## src/rtl/irq_ctrl.sv

```systemverilog
// ============================================================================
// irq_ctrl -- prioritised interrupt controller with a small bus register file
//
// Collects up to N_IRQ device interrupt lines, latches them per source as
// edge- or level-triggered pending bits, and presents the lowest-index
// enabled pending source to the CPU as an int_req / int_id pair. The CPU
// acknowledges with int_ack, services the source, then writes ACTIVE to
// signal end-of-interrupt (EOI).
//
// Register map (word select addr[3:2]):
//   0 MASK   RW   1 = source enabled
//   1 PEND   R    pending sources; write 1 to clear (edge-mode bits only)
//   2 ACTIVE R    bit 31 = in service, bits 2:0 = id; any write = EOI
//   3 MODE   RW   1 = edge-triggered, 0 = level-sensitive
//
// Ports:
//   clk        clock, all state on rising edge
//   rst_n      asynchronous active-low reset
//   we         bus write strobe
//   addr       register word select
//   DEV_WD     bus write data
//   DEVIrq_RD  combinational read data
//   irq_in     device interrupt lines (bit 0 = timer, highest priority)
//   int_req    interrupt request to CP0
//   int_id     index of the requested source
//   int_ack    one-cycle acknowledge from the CPU
// ============================================================================
module irq_ctrl #(
    parameter int N_IRQ = 6
) (
    input  logic             clk,
    input  logic             rst_n,
    input  logic             we,
    input  logic [3:2]       addr,
    input  logic [31:0]      DEV_WD,
    output logic [31:0]      DEVIrq_RD,
    input  logic [N_IRQ-1:0] irq_in,
    output logic             int_req,
    output logic [2:0]       int_id,
    input  logic             int_ack
);

    typedef enum logic [1:0] {
        IDLE = 2'd0,
        REQ  = 2'd1,
        SERV = 2'd2
    } state_t;

    state_t            state;
    logic [N_IRQ-1:0]  irq_m, irq_s, irq_d;
    logic [N_IRQ-1:0]  mask, mode, pend;
    logic              active_busy;
    logic [2:0]        active_id;

    logic [N_IRQ-1:0]  edge_set, eligible, id_onehot, w1c, ack_clr;
    logic [2:0]        sel_id;
    logic              any_elig, cur_elig, ack_take, eoi;
    logic              wr_mask, wr_pend, wr_act, wr_mode;

    // Write data above the implemented sources is deliberately discarded.
    logic              unused_wd;
    assign unused_wd = ^DEV_WD[31:N_IRQ];

    // ------------------------------------------------------------------
    // Bus write decode
    // ------------------------------------------------------------------
    assign wr_mask = we && (addr == 2'd0);
    assign wr_pend = we && (addr == 2'd1);
    assign wr_act  = we && (addr == 2'd2);
    assign wr_mode = we && (addr == 2'd3);

    // ------------------------------------------------------------------
    // Selection and per-source control vectors
    // ------------------------------------------------------------------
    assign edge_set = irq_s & ~irq_d;
    assign eligible = pend & mask;
    assign any_elig = |eligible;

    // NOTE: every always_comb output gets a default before any conditional
    // assignment so no path leaves it unassigned and no latch is inferred.
    always_comb begin
        sel_id    = 3'd0;
        id_onehot = '0;
        // Walk from the top down so the lowest eligible index wins.
        for (int i = N_IRQ - 1; i >= 0; i--) begin
            if (eligible[i]) sel_id = 3'(i);
        end
        for (int i = 0; i < N_IRQ; i++) begin
            id_onehot[i] = (int_id == 3'(i));
        end
    end

    assign cur_elig = |(eligible & id_onehot);
    assign ack_take = (state == REQ) && int_ack;
    assign eoi      = (state == SERV) && wr_act;
    assign w1c      = wr_pend  ? DEV_WD[N_IRQ-1:0] : '0;
    // Acknowledge consumes the pending bit only for edge-mode sources;
    // a level source stays pending while its line is held.
    assign ack_clr  = ack_take ? (id_onehot & mode) : '0;

    // ------------------------------------------------------------------
    // Synchroniser and delayed copy for edge detection
    // ------------------------------------------------------------------
    // NOTE: sequential state uses non-blocking assignments only, so every
    // flop samples the pre-edge values regardless of statement order.
    always_ff @(posedge clk or negedge rst_n) begin
        if (!rst_n) begin
            irq_m <= '0;
            irq_s <= '0;
            irq_d <= '0;
        end else begin
            irq_m <= irq_in;
            irq_s <= irq_m;
            irq_d <= irq_s;
        end
    end

    // ------------------------------------------------------------------
    // MASK / MODE / PEND registers
    // ------------------------------------------------------------------
    always_ff @(posedge clk or negedge rst_n) begin
        if (!rst_n) begin
            mask <= '0;
            mode <= '0;
            pend <= '0;
        end else begin
            if (wr_mask) mask <= DEV_WD[N_IRQ-1:0];
            if (wr_mode) mode <= DEV_WD[N_IRQ-1:0];
            // Level bits mirror the synchronised line; edge bits are sticky,
            // and a new edge wins over a same-cycle clear.
            pend <= (~mode & irq_s) |
                    ( mode & (edge_set | (pend & ~w1c & ~ack_clr)));
        end
    end

    // ------------------------------------------------------------------
    // Request FSM with registered int_req / int_id and ACTIVE record
    // ------------------------------------------------------------------
    always_ff @(posedge clk or negedge rst_n) begin
        if (!rst_n) begin
            state       <= IDLE;
            int_req     <= 1'b0;
            int_id      <= 3'd0;
            active_busy <= 1'b0;
            active_id   <= 3'd0;
        end else begin
            case (state)
                IDLE: begin
                    if (any_elig) begin
                        state   <= REQ;
                        int_req <= 1'b1;
                        int_id  <= sel_id;
                    end
                end
                REQ: begin
                    if (int_ack) begin
                        state       <= SERV;
                        int_req     <= 1'b0;
                        active_busy <= 1'b1;
                        active_id   <= int_id;
                    end else if (!cur_elig) begin
                        // Latched source withdrawn: give up; a higher
                        // priority newcomer is picked up from IDLE.
                        state   <= IDLE;
                        int_req <= 1'b0;
                    end
                end
                SERV: begin
                    if (eoi) begin
                        state       <= IDLE;
                        active_busy <= 1'b0;
                        active_id   <= 3'd0;
                    end
                end
                default: begin
                    state   <= IDLE;
                    int_req <= 1'b0;
                end
            endcase
        end
    end

    // ------------------------------------------------------------------
    // Read mux (unimplemented bits read as zero)
    // ------------------------------------------------------------------
    always_comb begin
        DEVIrq_RD = 32'd0;
        case (addr)
            2'd0: DEVIrq_RD[N_IRQ-1:0] = mask;
            2'd1: DEVIrq_RD[N_IRQ-1:0] = pend;
            2'd2: begin
                DEVIrq_RD[31]  = active_busy;
                DEVIrq_RD[2:0] = active_id;
            end
            default: DEVIrq_RD[N_IRQ-1:0] = mode;
        endcase
    end

endmodule

```

## config.mk

```make
export PLATFORM = sky130hd
export DESIGN_NAME = irq_ctrl
export DESIGN_NICKNAME = d
export VERILOG_FILES = /design/src/rtl/irq_ctrl.sv
export SDC_FILE = /design/constraint.sdc
export NUM_CORES = 1
export LEC_CHECK = 0
export BUFFER_PORTS_ARGS = -buffer_cell sky130_fd_sc_hd__buf_2
export CAP_MARGIN = 20
export CORE_ASPECT_RATIO = 0.6
export CORE_UTILIZATION = 51
export CTS_BUF_LIST = sky130_fd_sc_hd__clkbuf_4 sky130_fd_sc_hd__clkbuf_8
export CTS_CLUSTER_SIZE = 12
export DETAILED_ROUTE_END_ITERATION = 10
export GPL_TIMING_DRIVEN = 0
export PLACE_DENSITY = 0.82
export SLEW_MARGIN = 5
export SYNTH_ARGS = -nofsm -noshare
export SYNTH_HDL_FRONTEND = slang
export SYNTH_SLANG_ARGS = --single-unit
```

## constraint.sdc

```tcl
create_clock -name clk -period 1.7 [get_ports clk]
set_input_delay 0.34 -clock clk [delete_from_list [all_inputs] [get_ports clk]]
set_output_delay 0.34 -clock clk [all_outputs]
set_load 0.03 [all_outputs]
```

==> flow_summary_export.csv <==
group,metric,value,unit
pwr,irDropWorstVdd,0.000746,V
critical_path,cp-start-kind,"flip-flop",
placed_design,dpl.hpwl,3.26,mm
yosys,ys_types,39,
job,max_cap_viol_count,0,
cts,clockRootBuffer,"clkbuf_8",
yosys,ys_seq_elements,46,
routing,drc,0,
yosys,ys.flop_type,"dfrtp_1",
cts,clock_sinks,46,
yosys,syn_area,0.00215,mm^2
cts,clkLatencyLatePin,300,ps
final_layout,area_growth_syn_to_layout,26.6,%
yosys,synth_edf_count,0,
sta,setup_viol,1,
final_layout,diodes,0,
pwr,switchingPower,1.34,mW
floorplanning,start_util,0.558,
floorplanning,die_w,85.8,um
pwr,p_seq_frac,0.414,
final_layout,multi_input_area,881,um^2
status,status,"complete, but fails checks",
cts,clk_pin_slew_worst_paths,80,ps
grt,grt_pass1_vias,1400,
floorplanning,pin_count,80,
sta,fmax,586,MHz
critical_path,cp_slowest_cell,"mux4_2",
routing,avgRoutedWirePerCell,14.8,um
yosys,synth-simple-area-share,0.0995,
status,violations,"negative setup slack",
floorplanning,core_area,0.00385,mm^2
critical_path,path_cells,"mux4_2 > buf_6",
pwr,p_clk_frac,0.216,
critical_path,cp_max_fo,4,
routing,vias,1644,
yosys,synthCells,184,
pwr,switching_share,0.366,
sta,period_share,1.00,
sta,fin_crit,1710,ps
pwr,total_power,3.66,mW
routing,ant_nets,0,
final_layout,final_util,0.707,
final_layout,regArea,0.00115,mm^2
yosys,synth_top_cell_area_share,0.536,
critical_path,worst-endpoint-required,1360,ps
pwr,leakage,1.35,nW
placed_design,gp_congestion,0.872,
final_layout,drive_above_1_share,0.395,
critical_path,max_stage_delay,490,ps
yosys,synth_top_family_by_area,"compound AO/OA/AOI/OAI gates",
yosys,postSynth.asyncResetShare,1.00,
worst_hold_path,min_path_type,"in -> async",
sta,layout_setup_ws,-7.40,ps
cts,numCtsBuffers,5,
sta,timing.hold.ws,20.5,ps
sta,hold_viol_final,0,
sta,skew,2.24,ps
floorplanning,die_area,0.00449,mm^2
final_layout,fillers,272,
cts,htree_num_levels,2,
placed_design,place_ws,-67.3,ps
routing,wl,4.64,mm
final_layout,num-nets-final,299,
routing,viasPerCell,5.25,
grt,grt_remaining_overflow,0,
yosys,synth-compound-area-share,0.136,
pwr,power_density,1340,mW/mm^2
critical_path,cp-end-kind,"primary output",
grt,grt_usage,0.220,
yosys,synth_top_cell_by_area,"dfrtp_1",
yosys,synth-seq-area-share,0.536,
routing,dr.pass1.iters,4,
pwr,intPower,2.32,mW
cts,cts.path.max_buffers,2,
placed_design,port_buffers,28,
grt,grt_antenna_before_repair,0,
floorplanning,placementRows,17,
cts,holdBufCountCts,0,
critical_path,worstSetupPathType,"reg -> out",
yosys,yosys-top-cells-count,"46 x dfrtp_1, 26 x buf_4, 23 x nand2_1, 16 x mux2_2",
sta,drv_slew,0,
yosys,yosysWarnings,0,
sta,worst_pin_slew,662,ps
sta,rsz0062_at_grt,"true",
sta,slew_headroom,0.555,
grt,grt_first_pass_wirelength,7.13,mm
cts,cts_tree,"built",
yosys,yosys.area_share.adder,0,
critical_path,arrival,1370,ps
yosys,syn_area_per_cell,11.7,um^2
yosys,synth_mux_area_frac,0.125,
grt,grt_max_degree,47,
pwr,p_comb_frac,0.369,
yosys,synth_xor_area_frac,0,
routing,drtIter0Drc,132,
floorplanning,die_h,52.3,um
yosys,synth_most_common_cell,"dfrtp_1",
yosys,ys_top_cells_by_area,"dfrtp_1 54%, buf_4 9.1%, mux2_2 8.4%",
## power by group through the flow
| stage | combinational, mW | sequential [mW] | clock, mW |
|---|---|---|---|
| finish | 1.35 | 1.51 | 0.791 |
| global route | 1.46 | 1.54 | 0.851 |
| CTS | 1.27 | 1.51 | 0.805 |
| detailed placement | 1.17 | 1.54 | 0 |
| global placement | 1.14 | 1.53 | 0 |
| floorplan | 0.822 | 1.56 | 0 |
## per-layer routing
metal,global-route usage,share of wire,vias up
met5,0,0,-
met4,0.0583,0.0084,0
met3,0.0535,0.092,7
met2,0.332,0.44,86
met1,0.319,0.45,783
li1,-,-,768
## area by class of cell
class / count / share of cell area
sequential: 46 / 0.423
multi-input combinational: 130 / 0.324
timing repair buffer: 40 / 0.103
buffer: 30 / 0.0809
tap: 57 / 0.0262
clock buffer: 5 / 0.0253
clock inverter: 3 / 0.0147
inverter: 2 / 0.00276
## critical path: cells and delay by family (launching register included)
| family | cells | cell delay, ps |
|---|---|---|
| muxes | 1 | 490 |
| DFF | 1 | 420 |
| buffers and inverters | 1 | 150 |
## stage by stage
step | area, um^2 | std cells | setup TNS, ps
2_1_floorplan | 2240 | 208 | 0
3_3_place_gp | 2450 | 293 | -332
3_5_place_dp | 2450 | 293 | -371
4_1_cts | 2630 | 307 | -25.3
5_1_grt | 2720 | 313 | -103
6_report | 2720 | 313 | -7.40
## what timing repair did
action                     in CTS  in global routing
pin swaps                       0                  0
resized for setup               7                 10
setup endpoints to repair       7                  8
buffers inserted                6                  5
## final timing paths
check                      slack (ps)       from  cells past startpoint           end
min reg2reg                       350   irq_m[5]                      0      irq_s[5]
min                                20      rst_n                      1       pend[5]
min in group clk                  140  irq_in[5]                      1      irq_m[5]
max                                -7    mode[1]                      2  DEVIrq_RD[1]
max in group asynchronous        1180      rst_n                      2      irq_d[2]
max reg2reg                        90    mask[1]                      4     int_id[0]
## state kept, by name, indices dropped and copies added (netlist names)
| register | count |
|---|---|
| int_id | 3 |
| state | 2 |
| pend | 6 |
| active_busy | 1 |
| irq_d | 6 |
| irq_s | 6 |
| active_id | 3 |
| mode | 6 |
| mask | 6 |
| int_req | 1 |
| irq_m | 6 |
## placed cells by master (no fill, tap or decap), drive strengths merged, types with 3 or more instances in the layout
| cell | instances |
|---|---|
| a22o | 3 |
| dfrtp | 46 |
| conb | 25 |
| nor2 | 6 |
| a221oi | 6 |
| o21ai | 7 |
| nand3 | 4 |
| clkbuf | 6 |
| a21o | 6 |
| a21oi | 5 |
| mux2 | 16 |
| mux4 | 3 |
| buf | 69 |
| nand2 | 23 |
## cell families after synthesis
family / Yosys count
AOI/OAI and AO/OA: 40
buffers and inverters: 32
DFF: 46
muxes: 21
other: 1
and+or+nand+nor: 44
No activity file was read; power rests on OpenSTA's default activity.
